### src/rtl/pp_seq_pkg.sv
// Shared constants, state type and truncation helper
// for the sequential 6x6 shift-add multiplier.
package pp_seq_pkg;

    localparam int OP_W   = 6;
    localparam int ADD_W  = 11;
    localparam int PROD_W = ADD_W + 1;
    localparam int CNT_W  = 3;

    typedef enum logic [1:0] {
        IDLE,
        RUN,
        DONE
    } state_e;

    // Ones everywhere except the low trunc columns.
    function automatic logic [ADD_W-1:0] row_mask(input int trunc);
        logic [ADD_W-1:0] m;
        m = '1;
        for (int i = 0; i < ADD_W; i++) begin
            if (i < trunc) m[i] = 1'b0;
        end
        return m;
    endfunction

endpackage

### src/rtl/pp_row_gen.sv
// Partial-product row generator: shifted multiplicand
// gated by one multiplier bit, low columns truncated.
module pp_row_gen
    import pp_seq_pkg::*;
#(
    parameter int TRUNC_LSB = 0
) (
    input  logic [OP_W-1:0]  a_i,
    input  logic [OP_W-1:0]  b_i,
    input  logic [CNT_W-1:0] cnt_i,
    output logic [ADD_W-1:0] row_o
);

    localparam logic [ADD_W-1:0] MASK = row_mask(TRUNC_LSB);

    logic [7:0]       b_ext;
    logic [ADD_W-1:0] shifted;

    always_comb begin
        b_ext   = {2'b00, b_i};
        shifted = {{(ADD_W-OP_W){1'b0}}, a_i} << cnt_i;
        row_o   = b_ext[cnt_i] ? (shifted & MASK) : '0;
    end

endmodule

### src/rtl/pp_seq_mult6.sv
// Sequential 6x6 shift-add multiplier front end driving
// an external 11-bit adder, with valid/ready handshakes.
module pp_seq_mult6
    import pp_seq_pkg::*;
#(
    parameter int TRUNC_LSB = 0
) (
    input  logic              clk,
    input  logic              rst_n,
    input  logic              in_valid,
    output logic              in_ready,
    input  logic [OP_W-1:0]   in_a,
    input  logic [OP_W-1:0]   in_b,
    output logic              out_valid,
    input  logic              out_ready,
    output logic [PROD_W-1:0] out_prod,
    output logic [ADD_W-1:0]  add_a,
    output logic [ADD_W-1:0]  add_b,
    input  logic [ADD_W-1:0]  add_sum,
    input  logic              add_cout
);

    state_e             state_q, state_d;
    logic [PROD_W-1:0]  acc_q, acc_d;
    logic [CNT_W-1:0]   cnt_q, cnt_d;
    logic [OP_W-1:0]    a_q, a_d;
    logic [OP_W-1:0]    b_q, b_d;
    logic [ADD_W-1:0]   row;

    pp_row_gen #(
        .TRUNC_LSB(TRUNC_LSB)
    ) u_row (
        .a_i  (a_q),
        .b_i  (b_q),
        .cnt_i(cnt_q),
        .row_o(row)
    );

    always_ff @(posedge clk) begin
        if (!rst_n) begin
            state_q <= IDLE;
            acc_q   <= '0;
            cnt_q   <= '0;
            a_q     <= '0;
            b_q     <= '0;
        end else begin
            state_q <= state_d;
            acc_q   <= acc_d;
            cnt_q   <= cnt_d;
            a_q     <= a_d;
            b_q     <= b_d;
        end
    end

    always_comb begin
        state_d   = state_q;
        acc_d     = acc_q;
        cnt_d     = cnt_q;
        a_d       = a_q;
        b_d       = b_q;
        in_ready  = 1'b0;
        out_valid = 1'b0;
        out_prod  = '0;
        add_a     = '0;
        add_b     = '0;
        unique case (state_q)
            IDLE: begin
                in_ready = 1'b1;
                if (in_valid) begin
                    a_d     = in_a;
                    b_d     = in_b;
                    acc_d   = '0;
                    cnt_d   = '0;
                    state_d = RUN;
                end
            end
            RUN: begin
                // acc[11] is provably zero until the last add
                add_a = acc_q[ADD_W-1:0];
                add_b = row;
                acc_d = {add_cout, add_sum};
                cnt_d = cnt_q + 1'b1;
                if (cnt_q == 3'd5) state_d = DONE;
            end
            DONE: begin
                out_valid = 1'b1;
                out_prod  = acc_q;
                if (out_ready) state_d = IDLE;
            end
            default: state_d = IDLE;
        endcase
    end

endmodule
### config.mk
export PLATFORM = sky130hd
export DESIGN_NAME = pp_seq_mult6
export DESIGN_NICKNAME = d
export VERILOG_FILES = /design/src/rtl/pp_seq_pkg.sv /design/src/rtl/pp_row_gen.sv /design/src/rtl/pp_seq_mult6.sv
export SDC_FILE = /design/constraint.sdc
export NUM_CORES = 1
export LEC_CHECK = 0
export BUFFER_PORTS_ARGS = -buffer_cell sky130_fd_sc_hd__clkbuf_2
export CAP_MARGIN = 40
export CORE_MARGIN = 2
export CORE_UTILIZATION = 40
export CTS_CLUSTER_DIAMETER = 150
export DETAILED_ROUTE_END_ITERATION = 10
export GPL_TIMING_DRIVEN = 0
export PLACE_DENSITY = 0.68
export SETUP_SLACK_MARGIN = 0.4
export SLEW_MARGIN = 20
export SYNTH_ARGS = -nofsm -noshare
export SYNTH_HDL_FRONTEND = slang
export SYNTH_SLANG_ARGS = --single-unit
### constraint.sdc
create_clock -name clk -period 1.8 [get_ports clk]
set_input_delay 0.54 -clock clk [delete_from_list [all_inputs] [get_ports clk]]
set_output_delay 0.54 -clock clk [all_outputs]
set_load 0.02 [all_outputs]
==> flow_summary.json, run 1 <==
{
  "status": "finished, violations left",
  "violations": "setup timing",
  "async_reset_ff_frac": 0,
  "die_y_microns": 68.6,
  "port_buffers": 62,
  "grt_pass1_wl_microns": 8200,
  "fmax_ghz": 0.434,
  "worstPathArrival_ps": 1770,
  "clock_latency_ps": 290,
  "hp-class": "flip-flop to flip-flop",
  "synthesis.area_sq_um": 1670,
  "fin_crit_ps": 2310,
  "htree_levels": 2,
  "cts_made_buffers": 5,
  "r2r_cells": 8,
  "cts_sinks": 29,
  "path_class": "flip-flop to output pin",
  "synth_edf_count": 0,
  "post-dp-hpwl_microns": 3050,
  "setup_tns_ps": -9320,
  "fp.dieW_microns": 68.6,
  "required_ps": 1260,
  "die-area_sq_um": 4700,
  "rsz0062_at_grt": "true",
  "crit_slowest_cell": "mux4_2",
  "timing.final.ws_setup_ps": -506,
  "dr_total_vias": 1874,
  "nets": 331,
  "synth_top_cells_by_area": "dfxtp_1 35%, a21boi_0 10%, nand2_1 9.0%",
  "clock_path_buffers": 2,
  "dp.cells": 313,
  "syn2layout_area_growth_pct": 88.3,
  "placementRows": 23,
  "setup_viol": 37,
  "fin_crit_sh": 1.28,
  "crit_buf_inv": 2,
  "path_max_fanout": 6,
  "ys_seq_area_frac": 0.348,
  "synth_ff_type": "dfxtp_1",
  "drt_iter0_drc": 144,
  "grt-ovfl-total": 0,
  "hold_depth": 2,
  "crit_cells": 5,
  "crit_chain": "buf_6 -> mux4_2 -> nand3b_4 -> a221oi_2 -> buf_4",
  "drive_above_1_share": 0.619,
  "power_density_nw_per_um2": 571,
  "antenna_found_initial": 0,
  "synth_top_cell_by_area": "dfxtp_1",
  "leakagePower_nw": 1.37,
  "core_area_sq_um": 4000,
  "hold_viol": 0,
  "slew_viol_final": 0,
  "root_buffer": "clkbuf_8",
  "place.gp.congestion": 0.787,
  "fin_util": 0.784,
  "via_per_inst": 5.32,
  "wl_per_cell_microns": 18.2,
  "ios": 64,
  "tightest_slew_ps": 585,
  "fin_worst_skew_ps": 9.09,
  "grt_use_total": 0.241,
  "grt_max_degree": 11,
  "grt_pass1_vias": 1700,
  "max_slew_margin": 0.610,
  "maxCapViolations": 0,
  "cp_top_family": "multiplexers",
  "synth_nets": 231,
  "start_kind": "flip-flop",
  "synth.distinct_cells": 36,
  "ir_worst_vdd_uv": 570,
  "diodes": 0,
  "synth.top_cell.area_share": 0.348,
  "drc_errors": 0,
  "endpoint_kind": "output pin",
  "final_cell_count_no_fill": 352,
  "yosysWarnings": 0,
  "synthCells": 201,
  "dr.pass1.iters": 4,
  "preCtsSetupSlack_ps": -265,
  "synth_area_per_cell_sq_um": 8.29,
  "max_stage_delay_ps": 400,
  "cts_tree": "built",
  "total_power_mw": 1.79,
  "postRouteAntennaNets": 0,
  "synth_seq_cells": 29,
  "initial_utilization": 0.417,
  "routed_wl_microns": 6390,
  "clk_pin_slew_ps": 60
}
layout make-up:
cell class / instances / area, sq um
Inverter: 2 / 7.51
Clock inverter: 1 / 5.00
Clock buffer: 7 / 96.3
Multi-Input combinational cell: 154 / 1280
Timing Repair Buffer: 92 / 910
Buffer: 17 / 191
Tap cell: 50 / 62.6
Sequential cell: 29 / 589
Fill cell: 241 / 862
power by group:
part | total (mW) | leakage, nW | internal, mW | switching [mW]
Clock | 0.610 | 0.0542 | 0.345 | 0.265
Sequential | 0.713 | 0.239 | 0.675 | 0.0376
Combinational | 0.470 | 1.08 | 0.255 | 0.215
registers in the layout, summed over array words and instances (netlist names):
register	flops
a_q	6
acc_q	12
b_q	6
cnt_q	3
state_q	2
repair_timing:
action,CTS,global route
pin swaps,44,9
endpoints found under the setup margin,39,65
endpoints found under the hold margin,0,0
buffers inserted,14,11
gates resized for setup,114,73
hold buffers,0,0
cloned,4,2
kinds of logic after synthesis:
logic type	after synthesis	synth area share
AO/OA/AOI/OAI	41	0.185
adder cells (fa/ha/maj)	2	0.0150
buffers and inverters	19	0.0578
flip-flops	29	0.348
multiplexers	10	0.0871
AND/OR/NAND/NOR	100	0.306
worst register-to-register path: cells and delay by family, from the launching register on:
| family | cells | cell delay (ps) |
|---|---|---|
| compound gates | 1 | 190 |
| buf+inv | 5 | 640 |
| flops | 1 | 350 |
| simple gates | 2 | 540 |
final timing paths:
check                               start                    end  slack [ps]
setup / recovery    cnt_q[0]$_SDFFE_PN0P_               add_b[6]        -510
hold / removal        b_q[2]$_SDFFE_PN0P_    b_q[2]$_SDFFE_PN0P_         460
setup reg to reg  state_q[0]$_SDFFE_PN0P_  cnt_q[0]$_SDFFE_PN0P_         -30
hold reg to reg       b_q[2]$_SDFFE_PN0P_    b_q[2]$_SDFFE_PN0P_         460
routing by layer:
layer	global-route usage	wire length (microns)	up-vias
met5	0	0	-
li1	-	-	884
met2	0.421	3320	75
met3	0.0455	351	19
met1	0.293	2470	896
met4	0.0875	248	0
placed cells by master, fill, tap and decap left out, types with 3 or more instances in the layout:
master | Yosys | layout
buf_8 | 0 | 30
clkbuf_2 | 0 | 30
nand2_1 | 40 | 28
dfxtp_1 | 29 | 26
and2_4 | 0 | 23
buf_6 | 1 | 20
a21boi_1 | 1 | 19
buf_4 | 2 | 18
nand3_2 | 0 | 9
nand2_2 | 0 | 9
clkbuf_8 | 0 | 7
nor2b_1 | 7 | 5
nor2_1 | 9 | 5
a21boi_2 | 0 | 5
nor2_4 | 0 | 4
clkbuf_1 | 6 | 4
clkbuf_16 | 0 | 3
a21oi_1 | 3 | 3
mux2i_1 | 4 | 3
a221oi_2 | 0 | 3
nand3_1 | 12 | 3
o21a_1 | 3 | 3
nand2_4 | 0 | 3
synthesized netlist by cell type, drive strengths merged (4+ instances only):
library cell,number
dfxtp,29
nor2,9
nor2b,7
mux2i,4
nand3,12
and2,23
a21boi,24
clkbuf,6
buf,11
nand2,40
through the flow:
stage	instance area, sq um	hold slack (ps)
floorplan	1810	440
global placement	2190	451
detailed placement	2190	458
CTS	2820	464
global route	3140	488
finish	3140	461
Power figures use the tool's default switching activity.
==> inputs of run 2 (changes only) <==
- ABC_AREA: not set -> 1
- PLACE_DENSITY: 0.68 -> 0.69
==> run 2 against run 1 <==
Against the previous run:
- the flow still finishes with violations (setup timing)
- maximum frequency up 12%
- non-clock buffer count is 21 lower
- worst hold slack better by 0.84 ps
- critical endpoint is now add_b[5]
- highest routed layer unchanged
==> flow_summary.json, run 2 <==
{
  "yosysWarnings": 0,
  "violations": "setup timing",
  "port_buffers": 63,
  "fin_crit_ps": 2050,
  "synth_seq_cells": 29,
  "largestRegisters": "acc_q: 12 flops, a_q: 6 flops, b_q: 6 flops",
  "antenna_found_initial": 0,
  "die_y_microns": 66.5,
  "via_per_inst": 4.82,
  "reg2reg_to": "cnt_q[1]$_SDFFE_PN0P_",
  "grt_pass1_vias": 1679,
  "postRouteAntennaNets": 0,
  "crit_slowest_cell": "dfxtp_4",
  "fmax_ghz": 0.487,
  "syn2layout_area_growth_pct": 82.5,
  "wl_per_cell_microns": 12.8,
  "synth_ff_type": "dfxtp_1",
  "place_area_sq_um": 2180,
  "ios": 64,
  "hp-class": "flip-flop to flip-flop",
  "synth_common_cells": "68 x nand2_1, 54 x nor2_1, 29 x dfxtp_1",
  "preCtsSetupSlack_ps": -132,
  "synthCells": 253,
  "leakagePower_nw": 1.21,
  "path_class": "flip-flop to output pin",
  "timing.final.ws_setup_ps": -253,
  "regMostFlops": "acc_q",
  "hold_viol": 0,
  "core_area_sq_um": 3720,
  "ys_seq_area_frac": 0.371,
  "post-dp-hpwl_microns": 2990,
  "cp_top_family": "simple AND/OR/NAND/NOR gates",
  "initial_utilization": 0.421,
  "met2_length_microns": 2610,
  "cts_made_buffers": 5,
  "synth.distinct_cells": 22,
  "wl_met3_microns": 254,
  "cts_tree": "built",
  "async_reset_ff_frac": 0,
  "crit_buf_inv": 3,
  "dr_total_vias": 1852,
  "min_to": "acc_q[9]$_SDFFE_PN0P_",
  "drc_errors": 0,
  "htree_levels": 2,
  "fin_worst_skew_ps": 4.81,
  "maxCapViolations": 0,
  "ir_worst_vdd_uv": 498,
  "most-common-layout-cells": "60 x nand2_1, 29 x nor2_4, 28 x clkbuf_2",
  "clock_latency_ps": 280,
  "synth_nets": 283,
  "setup_viol": 24,
  "top_layer_used": "met4",
  "rsz0062_at_grt": "true",
  "synth_area_per_cell_sq_um": 6.18,
  "layout_commonest_cell": "nand2_1",
  "slew_viol_final": 0,
  "crit_chain": "inv_6 -> nand2_8 -> nor2_2 -> nand3_4 -> nand2_2 -> nand2_2 -> inv_2 -> buf_8",
  "place.gp.congestion": 0.863,
  "worstPathArrival_ps": 1510,
  "grt-ovfl-total": 0,
  "worstHoldStart": "acc_q[9]$_SDFFE_PN0P_",
  "fin_crit_sh": 1.14,
  "root_buffer": "clkbuf_8",
  "hold_depth": 2,
  "grt_use_total": 0.230,
  "m1WireLength_microns": 2010,
  "nets": 366,
  "reg2reg_from": "cnt_q[1]$_SDFFE_PN0P_",
  "max_slew_margin": 0.698,
  "fin_area_sq_um": 2850,
  "die-area_sq_um": 4420,
  "dr.pass1.iters": 4,
  "endpoint_kind": "output pin",
  "cts_sinks": 29,
  "start_kind": "flip-flop",
  "max_stage_delay_ps": 380,
  "rrSetupSlack_ps": 460,
  "diodes": 0,
  "clock_path_buffers": 2,
  "synth_top_cell_by_area": "dfxtp_1",
  "yosysMostFrequentCell": "nand2_1",
  "drt_iter0_drc": 71,
  "routed_wl_microns": 4930,
  "r2r_cells": 5,
  "grt_max_degree": 11,
  "required_ps": 1260,
  "path_max_fanout": 7,
  "synth.top_cell.area_share": 0.371,
  "drive_above_1_share": 0.449,
  "grt_pass1_wl_microns": 7660,
  "fp.dieW_microns": 66.5,
  "placementRows": 22,
  "status": "finished, violations left",
  "tightest_slew_ps": 453,
  "critical_path.most_common_cell": "nand2_2",
  "largest_register_ffs": 12,
  "clk_pin_slew_ps": 60,
  "synthesis.area_sq_um": 1560,
  "power_density_nw_per_um2": 575,
  "synth_top_cells_by_area": "dfxtp_1 37%, nand2_1 16%, nor2_1 13%",
  "synth_edf_count": 0
}
run 2: stage by stage:
step           hold WS [ps]  setup TNS, ps  total power [mW]  std cells   util
6_report                462          -4110              1.64        384  0.768
5_1_grt                 484          -5480              1.73        384  0.768
4_1_cts                 460          -3950              1.61        382  0.735
3_5_place_dp            451           -679              1.03        364  0.586
3_3_place_gp            448           -655              1.03        364  0.586
2_1_floorplan           439              0             0.949        253      -
run 2: routing by layer:
metal	up-vias	track usage
met5	-	0
met4	0	0.0714
met3	7	0.0591
met2	59	0.418
met1	829	0.262
li1	957	-
run 2: layout make-up:
type / instances / area (sq um)
buffer: 12 / 123
clock buffer: 7 / 86.3
fill: 263 / 863
inverter: 27 / 111
multi-input combinational: 185 / 1090
sequential: 29 / 593
tap: 48 / 60.1
timing repair buffer: 76 / 788
run 2: kinds of logic (layout without fill, tap and decap cells):
| kind of cell | after synthesis | in the layout | synth area share |
|---|---|---|---|
| AO/OA/AOI/OAI | 32 | 32 | 0.103 |
| adder cells (fa/ha/maj) | 2 | 2 | 0.0160 |
| buffers and inverters | 39 | 122 | 0.104 |
| flip-flops | 29 | 29 | 0.371 |
| AND/OR/NAND/NOR | 151 | 151 | 0.405 |
run 2: worst max-delay path by stage:
| stage | endpoint | cells past startpoint | from | slack, ps |
|---|---|---|---|---|
| after floorplan | add_b[4] | 6 | state_q[0]$_SDFFE_PN0P_ | 140 |
| after global placement | add_b[4] | 7 | state_q[0]$_SDFFE_PN0P_ | -120 |
| after detailed placement | add_b[4] | 7 | state_q[0]$_SDFFE_PN0P_ | -130 |
| after CTS | add_b[10] | 7 | cnt_q[0]$_SDFFE_PN0P_ | -210 |
| after global routing | add_b[5] | 8 | cnt_q[0]$_SDFFE_PN0P_ | -320 |
| final | add_b[5] | 8 | state_q[1]$_SDFFE_PN0P_ | -250 |
run 2: worst min-delay path: stages (launching register included):
cell     delay (ps)
dfxtp_1         310
nand2_1          60
a21oi_1          50
run 2: what timing repair did:
action                     4_1_cts  5_1_grt
resized for setup               85       54
hold endpoints to repair         0        0
pin swaps                        8        8
gates cloned                     2        0
buffers inserted                 9        2
hold buffers                     0        0
setup endpoints to repair       36       37
run 2: power breakdown:
group	internal [mW]	switching (mW)	leakage (nW)
clock	0.302	0.237	0.0443
combinational	0.160	0.224	0.926
sequential	0.683	0.0353	0.241
==> inputs of run 3 (changes only) <==
- clock period: 1.8 -> 1.85 ns (I/O delays scaled with it)
==> run 3 against run 2 <==
Against the previous run:
- the flow still finishes with violations (setup timing)
- register-to-register slack hardly changed
- largest cell class unchanged
- final area is 1.1% higher
- total power is 0.51% higher
==> flow_summary.json, run 3 (same netlist as run 2, synthesis figures left out) <==
{
  "max_slew_margin": 0.701,
  "cts_sinks": 29,
  "fin_worst_skew_ps": 4.71,
  "wl_per_cell_microns": 13.2,
  "leakagePower_nw": 1.23,
  "final_cell_count_no_fill": 386,
  "post-dp-hpwl_microns": 2980,
  "whs_ps": 463,
  "fp.dieW_microns": 66.5,
  "fin_crit_sh": 1.11,
  "regMostFlops": "acc_q",
  "postRouteAntennaNets": 0,
  "ios": 64,
  "clock_path_buffers": 2,
  "drc_errors": 0,
  "die_y_microns": 66.5,
  "routed_wl_microns": 5090,
  "timing.final.ws_setup_ps": -195,
  "violations": "setup timing",
  "slew_viol_final": 0,
  "placementRows": 22,
  "fin_util": 0.776,
  "rsz0062_at_grt": "true",
  "setup_tns_ps": -1760,
  "path_class": "flip-flop to output pin",
  "most-common-layout-cells": "64 x nand2_1, 30 x nor2_4, 28 x clkbuf_2",
  "grt_pass1_vias": 1741,
  "hp-class": "flip-flop to flip-flop",
  "diodes": 0,
  "cts_made_buffers": 5,
  "tightest_slew_ps": 448,
  "dp.cells": 364,
  "worstPathArrival_ps": 1490,
  "total_power_mw": 1.65,
  "antenna_found_initial": 0,
  "port_buffers": 63,
  "path_max_fanout": 6,
  "grt_use_total": 0.235,
  "dr.pass1.iters": 4,
  "status": "finished, violations left",
  "layout_commonest_cell": "nand2_1",
  "grt-ovfl-total": 0,
  "grt_pass1_wl_microns": 7930,
  "largest_register_ffs": 12,
  "root_buffer": "clkbuf_8",
  "fin_crit_ps": 2050,
  "clock_latency_ps": 280,
  "fmax_ghz": 0.489,
  "hold_viol": 0,
  "core_area_sq_um": 3720,
  "start_kind": "flip-flop",
  "setup_viol": 15,
  "htree_levels": 2,
  "endpoint_kind": "output pin",
  "grt_max_degree": 11,
  "clk_pin_slew_ps": 60,
  "cts_tree": "built",
  "via_per_inst": 5.04,
  "maxCapViolations": 0,
  "drt_iter0_drc": 126,
  "dr_total_vias": 1946,
  "ir_worst_vdd_uv": 404,
  "syn2layout_area_growth_pct": 84.5,
  "die-area_sq_um": 4420,
  "nets": 367,
  "initial_utilization": 0.421,
  "required_ps": 1290,
  "place.gp.congestion": 0.884,
  "drive_above_1_share": 0.450,
  "largestRegisters": "acc_q: 12 flops, a_q: 6 flops, b_q: 6 flops",
  "power_density_nw_per_um2": 572
}
-- run 3: cell types whose count changed in the layout (fill, tap and decap cells not counted), moves of 2 or more --
| cell | delta |
|---|---|
| buf_6 | -4 |
| nor2_1 | -2 |
| nand2_1 | +4 |
| clkbuf_8 | +4 |
| nand2_2 | -4 |
-- run 3: timing repair --
item / 4_1_cts / 5_1_grt
setup endpoints to repair: 36 / 36
cloned: 3 / 0
pin swaps: 8 / 5
resized for setup: 88 / 44
buffers inserted: 6 / 5
hold buffers: 0 / 0
-- run 3: area by class of cell --
cell class,count,area (sq um)
buffer,12,130
clock buffer,7,96.3
clock inverter,1,5.00
fill,270,833
inverter,27,111
multi-input combinational,185,1090
sequential,29,593
tap,48,60.1
timing repair buffer,77,795
-- run 3: worst paths after layout --
path | from | end | slack (ps) | cells past startpoint
min reg2reg | acc_q[9]$_SDFFE_PN0P_ | acc_q[9]$_SDFFE_PN0P_ | 460 | 2
max | cnt_q[0]$_SDFFE_PN0P_ | add_b[10] | -200 | 7
min | acc_q[9]$_SDFFE_PN0P_ | acc_q[9]$_SDFFE_PN0P_ | 460 | 2
max reg2reg | state_q[1]$_SDFFE_PN0P_ | acc_q[8]$_SDFFE_PN0P_ | 460 | 9
-- run 3: worst max-delay path, stage by stage (launching register included) --
cell and delay [ps]:
dfxtp_4 390, buf_6 130, nand2_2 50, nand2_1 60, nand4_1 150, buf_4 210, nor2_4 70, clkbuf_8 140
-- run 3: routing by layer --
layer / part of all wire / wire (microns) / global-route usage / up-vias
met5: 0 / 0 / 0 / -
met4: 0.027 / 135 / 0.0765 / 0
met3: 0.058 / 296 / 0.0473 / 15
met2: 0.53 / 2680 / 0.428 / 84
met1: 0.39 / 1980 / 0.272 / 895
li1: - / - / - / 952
-- run 3: where the power goes --
group | switching, mW | internal (mW) | leakage, nW
registers | 0.0350 | 0.664 | 0.241
logic | 0.221 | 0.159 | 0.935
clock network | 0.235 | 0.335 | 0.0542
total | 0.490 | 1.16 | 1.23
-- run 3: stage by stage --
step                      area, sq um  setup WS [ps]
after floorplan                  1800            177
after global placement           2170          -96.4
after detailed placement         2170          -84.0
after CTS                        2760           -165
after global routing             2880           -266
final                            2880           -195
